===== config.mk =====
export PLATFORM = sky130hd
export DESIGN_NAME = key_expansion_block
export DESIGN_NICKNAME = d
export VERILOG_FILES = /design/src/rtl/key_expansion_block.sv
export SDC_FILE = /design/constraint.sdc
export NUM_CORES = 2
export LEC_CHECK = 0
export ABC_AREA = 1
export BUFFER_PORTS_ARGS = -buffer_cell sky130_fd_sc_hd__buf_2
export CAP_MARGIN = 10
export CORE_AREA = 2 2 734 736
export DETAILED_ROUTE_END_ITERATION = 10
export DIE_AREA = 0 0 736 738
export PLACE_DENSITY_LB_ADDON = 0.25
export SETUP_SLACK_MARGIN = 0.3
export SLEW_MARGIN = 20
export SYNTH_ARGS = -nofsm -noshare
export SYNTH_HDL_FRONTEND = slang
export SYNTH_SLANG_ARGS = --single-unit

===== constraint.sdc =====
create_clock -name clk -period 3.2 [get_ports clk]
set_input_delay 0.32 -clock clk [delete_from_list [all_inputs] [get_ports clk]]
set_output_delay 0.32 -clock clk [all_outputs]
set_load 0.005 [all_outputs]

===== src/rtl/key_expansion_block.sv =====
// AES key schedule: one round-key word per cycle into a shift register that ends up holding all round keys.
// Optional macro KEY_EXPANSION_NK8_EN adds the AES-256 SubWord step and allows NK = 8.
//
//   state  | meaning
//   S_IDLE | no key loaded since reset, waiting for start
//   S_RUN  | generating words NK .. 4*(NR+1)-1, one per cycle
//   S_DONE | exp_key complete and stable, start accepted again
module key_expansion_block #(
    parameter int NK = 6,
    parameter int NR = 12,
    parameter int NB = 4
) (
    input  logic                  clk,
    input  logic                  rst_n,
    input  logic                  start,
    input  logic [32*NK-1:0]      key_in,
    output logic                  busy,
    output logic                  key_valid,
    output logic [128*(NR+1)-1:0] exp_key
);

    localparam int TOTAL = 4 * (NR + 1);
    localparam int EXPW  = 32 * TOTAL;
    localparam int KW    = 32 * NK;
    localparam int CW    = $clog2(TOTAL);

    generate
`ifdef KEY_EXPANSION_NK8_EN
        if (!(NK == 4 || NK == 6 || NK == 8)) begin : g_bad_nk
            $error("key_expansion_block: NK must be 4, 6 or 8");
        end
`else
        if (!(NK == 4 || NK == 6)) begin : g_bad_nk
            $error("key_expansion_block: NK must be 4 or 6 (NK = 8 needs KEY_EXPANSION_NK8_EN)");
        end
`endif
        if (NR != NK + 6) begin : g_bad_nr
            $error("key_expansion_block: NR must equal NK + 6");
        end
        if (NB != 4) begin : g_bad_nb
            $error("key_expansion_block: NB must be 4");
        end
    endgenerate

    localparam logic [0:255][7:0] SBOX = {
        128'h637c777bf26b6fc53001672bfed7ab76,
        128'hca82c97dfa5947f0add4a2af9ca472c0,
        128'hb7fd9326363ff7cc34a5e5f171d83115,
        128'h04c723c31896059a071280e2eb27b275,
        128'h09832c1a1b6e5aa0523bd6b329e32f84,
        128'h53d100ed20fcb15b6acbbe394a4c58cf,
        128'hd0efaafb434d338545f9027f503c9fa8,
        128'h51a3408f929d38f5bcb6da2110fff3d2,
        128'hcd0c13ec5f974417c4a77e3d645d1973,
        128'h60814fdc222a908846eeb814de5e0bdb,
        128'he0323a0a4906245cc2d3ac629195e479,
        128'he7c8376d8dd54ea96c56f4ea657aae08,
        128'hba78252e1ca6b4c6e8dd741f4bbd8b8a,
        128'h703eb5664803f60e613557b986c11d9e,
        128'he1f8981169d98e949b1e87e9ce5528df,
        128'h8ca1890dbfe6426841992d0fb054bb16
    };

    function automatic logic [31:0] sub_word(input logic [31:0] w);
        return {SBOX[w[31:24]], SBOX[w[23:16]], SBOX[w[15:8]], SBOX[w[7:0]]};
    endfunction

    function automatic logic [7:0] xtime(input logic [7:0] b);
        return {b[6:0], 1'b0} ^ (b[7] ? 8'h1b : 8'h00);
    endfunction

    typedef enum logic [1:0] {S_IDLE, S_RUN, S_DONE} state_t;

    state_t          state_q, state_d;
    logic [CW-1:0]   cnt_q, cnt_d;
    logic [2:0]      pos_q, pos_d;
    logic [7:0]      rcon_q, rcon_d;
    logic [EXPW-1:0] exp_q, exp_d;

    logic [31:0] w_prev, sub_in, sub_out, temp, w_new;

    // exp_q is a word shift register: w[i-1] sits in the low word, w[i-NK] NK words up
    always_comb begin
        w_prev  = exp_q[31:0];
        sub_in  = {w_prev[23:0], w_prev[31:24]};
        temp    = w_prev;
`ifdef KEY_EXPANSION_NK8_EN
        if (NK > 6 && pos_q == 3'd4) begin
            sub_in = w_prev;
        end
`endif
        sub_out = sub_word(sub_in);
`ifdef KEY_EXPANSION_NK8_EN
        if (pos_q == 3'd0) begin
            temp = sub_out ^ {rcon_q, 24'h000000};
        end else if (NK > 6 && pos_q == 3'd4) begin
            temp = sub_out;
        end
`else
        if (pos_q == 3'd0) begin
            temp = sub_out ^ {rcon_q, 24'h000000};
        end
`endif
        w_new = exp_q[KW-1 -: 32] ^ temp;
    end

    always_comb begin
        state_d = state_q;
        cnt_d   = cnt_q;
        pos_d   = pos_q;
        rcon_d  = rcon_q;
        exp_d   = exp_q;
        case (state_q)
            S_IDLE, S_DONE: begin
                if (start) begin
                    exp_d   = {exp_q[EXPW-KW-1:0], key_in};
                    cnt_d   = CW'(NK);
                    pos_d   = 3'd0;
                    rcon_d  = 8'h01;
                    state_d = S_RUN;
                end
            end
            S_RUN: begin
                exp_d = {exp_q[EXPW-33:0], w_new};
                cnt_d = cnt_q + CW'(1);
                pos_d = (pos_q == 3'(NK - 1)) ? 3'd0 : pos_q + 3'd1;
                if (pos_q == 3'd0) begin
                    rcon_d = xtime(rcon_q);
                end
                if (cnt_q == CW'(TOTAL - 1)) begin
                    state_d = S_DONE;
                end
            end
            default: state_d = S_IDLE;
        endcase
    end

    always_ff @(posedge clk or negedge rst_n) begin
        if (!rst_n) begin
            state_q <= S_IDLE;
            cnt_q   <= '0;
            pos_q   <= '0;
            rcon_q  <= '0;
            exp_q   <= '0;
        end else begin
            state_q <= state_d;
            cnt_q   <= cnt_d;
            pos_q   <= pos_d;
            rcon_q  <= rcon_d;
            exp_q   <= exp_d;
        end
    end

    assign busy      = (state_q == S_RUN);
    assign key_valid = (state_q == S_DONE);
    assign exp_key   = exp_q;

endmodule


==> results.tsv <==
metric	value	unit
status	completed	
Setup Total Neg Slack	0	ns
row cnt	269	
worst reg2reg path depth	16	
share of cells above drive strength 1	22.6	%
non-filler cells, final	20400	
library cells used by synthesis	39	
critical path arrival	3.72	ns
worst-margin pin slew	1.26	ns
Critical Path, Cell by Cell	buf_6 -> ha_2 -> buf_4 -> clkinvlp_4 -> nand2_1 -> nor2_2 -> o21ai_0 -> nand3_1 -> nand2_1 -> nand3_1 -> nand3_1 -> nand3_1 -> nand3_1 -> nand3_1 -> nand2_1 -> inv_1	
Post-DP HPWL	635	mm
CTS buffer count	223	
Synth async-reset ratio	100	%
Via Count	99800	
Die ar.	0.543	sq mm
number of synthesis warnings	0	
Hold WC Path Type	in2reg	
Finished Cell Area	0.117	sq mm
H-tree depth	4	
Compound-Gate Fraction of Synth Area	28.1	%
Max Freq	349	MHz
#FFs+latches synth	1683	
maximum vdd drop	695	uV
unrepaired setup endpoints after global routing	yes	
starting density of the core	16.2	%
CP endpoint kind	flop	
worst r2r dst	exp_key[0]$_DFFE_PN0P_	
main combinational cell family by area after synthesis	compound AO/OA/AOI/OAI gates	
cell mode on critical path	nand3_1	
CTS clock-pin slew for the worst setup and hold paths	0.06	ns
Slew HR	14.9	%
Placed Cells	19800	
top post-synthesis cells by area	dfrtp_1 (49%), o21ai_0 (16%), o22ai_1 (5.5%), inv_1 (5.2%), a21oi_1 (5.1%)	
Port Buffers	1860	
worst hold path endpoint	exp_key[9]$_DFFE_PN0P_	
Synth Area in Simple Gates	12.6	%
Core Region	0.535	sq mm
static leakage	52.9	nW
Design Power	190	mW
Main synth FF type	dfrtp_1	
Power Density	1620	mW/mm^2
Final period util	89.5	%
initial antenna violation count	118	
final setup violation count	0	
number of flops mapped to enable cells by yosys	0	
vias in the first global route	93400	
Synth area leader	dfrtp_1	
Die X	736	microns
chip height	738	microns
Worst-Skew Late Latency	0.98	ns
hold slack	0.0978	ns
syn nets	11400	
setup slack at placement	0.132	ns
Critical Path Slowest Stage Cell	dfrtp_1	
hold path depth	5	
top cell type's share of synthesized area	48.5	%
Critical Path RT	4.05	ns
minimum clock period	2.86	ns
Max Slew Vio Count	0	
CTS tree	built	
area grow syn2layout	35.1	%
Critical Path Max Stage Delay	0.37	ns
first-pass detailed-route iteration total	6	
area share of fa/ha/maj cells after synthesis	0.879	%
crit start category	flop	
final setup skew	0.118	ns
Final Util	21.9	%
Final nets	13400	
Seq/Total Area, Yosys	48.5	%
Worst Path Max Fanout	10	
vias per cell	4.88	
largest net degree at the start of global routing	135	
post-synthesis mux area share	0	%
synthesized area	0.0868	sq mm
Post-Synth XOR/XNOR Area	0	%
Clock Path Buffers	4	
Root Driver	clkbuf_16	
most frequent cells after synthesis	o21ai_0 (2,787), dfrtp_1 (1,683), inv_1 (1,205)	
residual DRC count	0	
gpl congestion	0.979	
cell count after synthesis	11100	
Fin. Hold Viols	0	
Worst Hold Launch	key_in[9]	
Max-cap violations	0	
Worst Slack Setup Final	0.335	ns
Syn Area/Cell	7.79	sq um
kind of critical path	reg2reg	
grt ovf	0	
All-Layer GR Usage	27.1	%
most common cell in the synthesized netlist	o21ai_0	
CTS sink count	1683	
initial DRC count	13300	
Final ANT Viol Nets	0	
drt total wl	775	mm
IO Pins	1861	
first-pass GRT wire length	981	mm
DP Area	0.107	sq mm
Reg-to-Reg Start	exp_key[25]$_DFFE_PN0P_	
R2R Setup Slk	0.34	ns
drt wl/cell	37.9	microns
## sequential cells by signal (all words and copies together), names as in the netlist
name	cells
exp_key	1664
rcon_q	8
cnt_q	6
pos_q	3
state_q	2
## placed cells by master, fill, tap and decap left out, types with 7 or more instances in the layout
master and count:
o21ai_0 2754, buf_2 1859, dfrtp_1 1673, inv_1 1202, nor2_1 967, a21oi_1 892, nand2_1 787, nand3_1 759
o22ai_1 757, buf_4 545, clkbuf_16 226, dlygate4sd3_1 190, buf_12 118, o211ai_1 107, diode_2 65, o21ai_1 62
clkbuf_8 57, ha_1 54, clkbuf_1 50, nand2_2 36, clkinv_2 30, a31oi_1 23, inv_2 22, nor2_2 16
clkinvlp_4 15, nand4_1 11, nand3_2 10, bufinv_16 10, dfrtp_2 10, inv_6 8, nor2_4 7
## area by class of cell
type | instances | area [sq um]
diodes | 65 | 163
clock buffers | 332 | 6600
clock inverters | 71 | 817
fillers | 60500 | 418000
inverters | 1239 | 4690
multi-input cells | 7287 | 36300
flip-flops and latches | 1683 | 42100
well taps | 7046 | 8820
repair buffers | 2717 | 17700
## critical path, delay by kind of cell (launching register included)
family          cells  cell delay [ns]
buf+inv             4             0.58
fa+ha+maj           1             0.27
simple gates       10             1.37
flops               1             0.37
compound gates      1             0.15
## worst max-delay path by stage
stage | start | to | slack (ns) | cells past startpoint
6_report | exp_key[25]$_DFFE_PN0P_ | exp_key[0]$_DFFE_PN0P_ | 0.34 | 16
5_1_grt | exp_key[9]$_DFFE_PN0P_ | exp_key[17]$_DFFE_PN0P_ | 0.23 | 18
4_1_cts | state_q[0]$_DFFE_PN0P_ | busy | 0.26 | 5
3_5_place_dp | exp_key[17]$_DFFE_PN0P_ | exp_key[24]$_DFFE_PN0P_ | 0.13 | 18
3_3_place_gp | exp_key[17]$_DFFE_PN0P_ | exp_key[25]$_DFFE_PN0P_ | 0.14 | 18
2_1_floorplan | exp_key[25]$_DFFE_PN0P_ | exp_key[3]$_DFFE_PN0P_ | 0.76 | 17
## where the power goes
part / switching [mW] / internal (mW) / total [mW]
sequential: 21.0 / 32.8 / 53.7
combinational: 77.9 / 32.0 / 110
clock: 11.4 / 15.0 / 26.4
total: 110 / 79.8 / 190
## routing by layer
| metal | track usage, % | part of all wire (%) | up-vias |
|---|---|---|---|
| li1 | - | - | 42300 |
| met1 | 34.9 | 41 | 50900 |
| met2 | 39.1 | 41 | 5537 |
| met3 | 8.70 | 10 | 1026 |
| met4 | 17.0 | 7.6 | 42 |
| met5 | 0 | 0.035 | - |
## cells by family after synthesis
group | Yosys count
compound gates | 4614
buf+inv | 2172
flops | 1683
fa+ha+maj | 61
simple gates | 2612
## timing repair
item,in CTS,in global routing
endpoints found under the hold margin,462,0
hold buffers,191,0
buffers inserted,0,3
resized for setup,13,64
setup endpoints to repair,7,36
cloned,0,1
No activity file was read; power rests on OpenSTA's default activity.
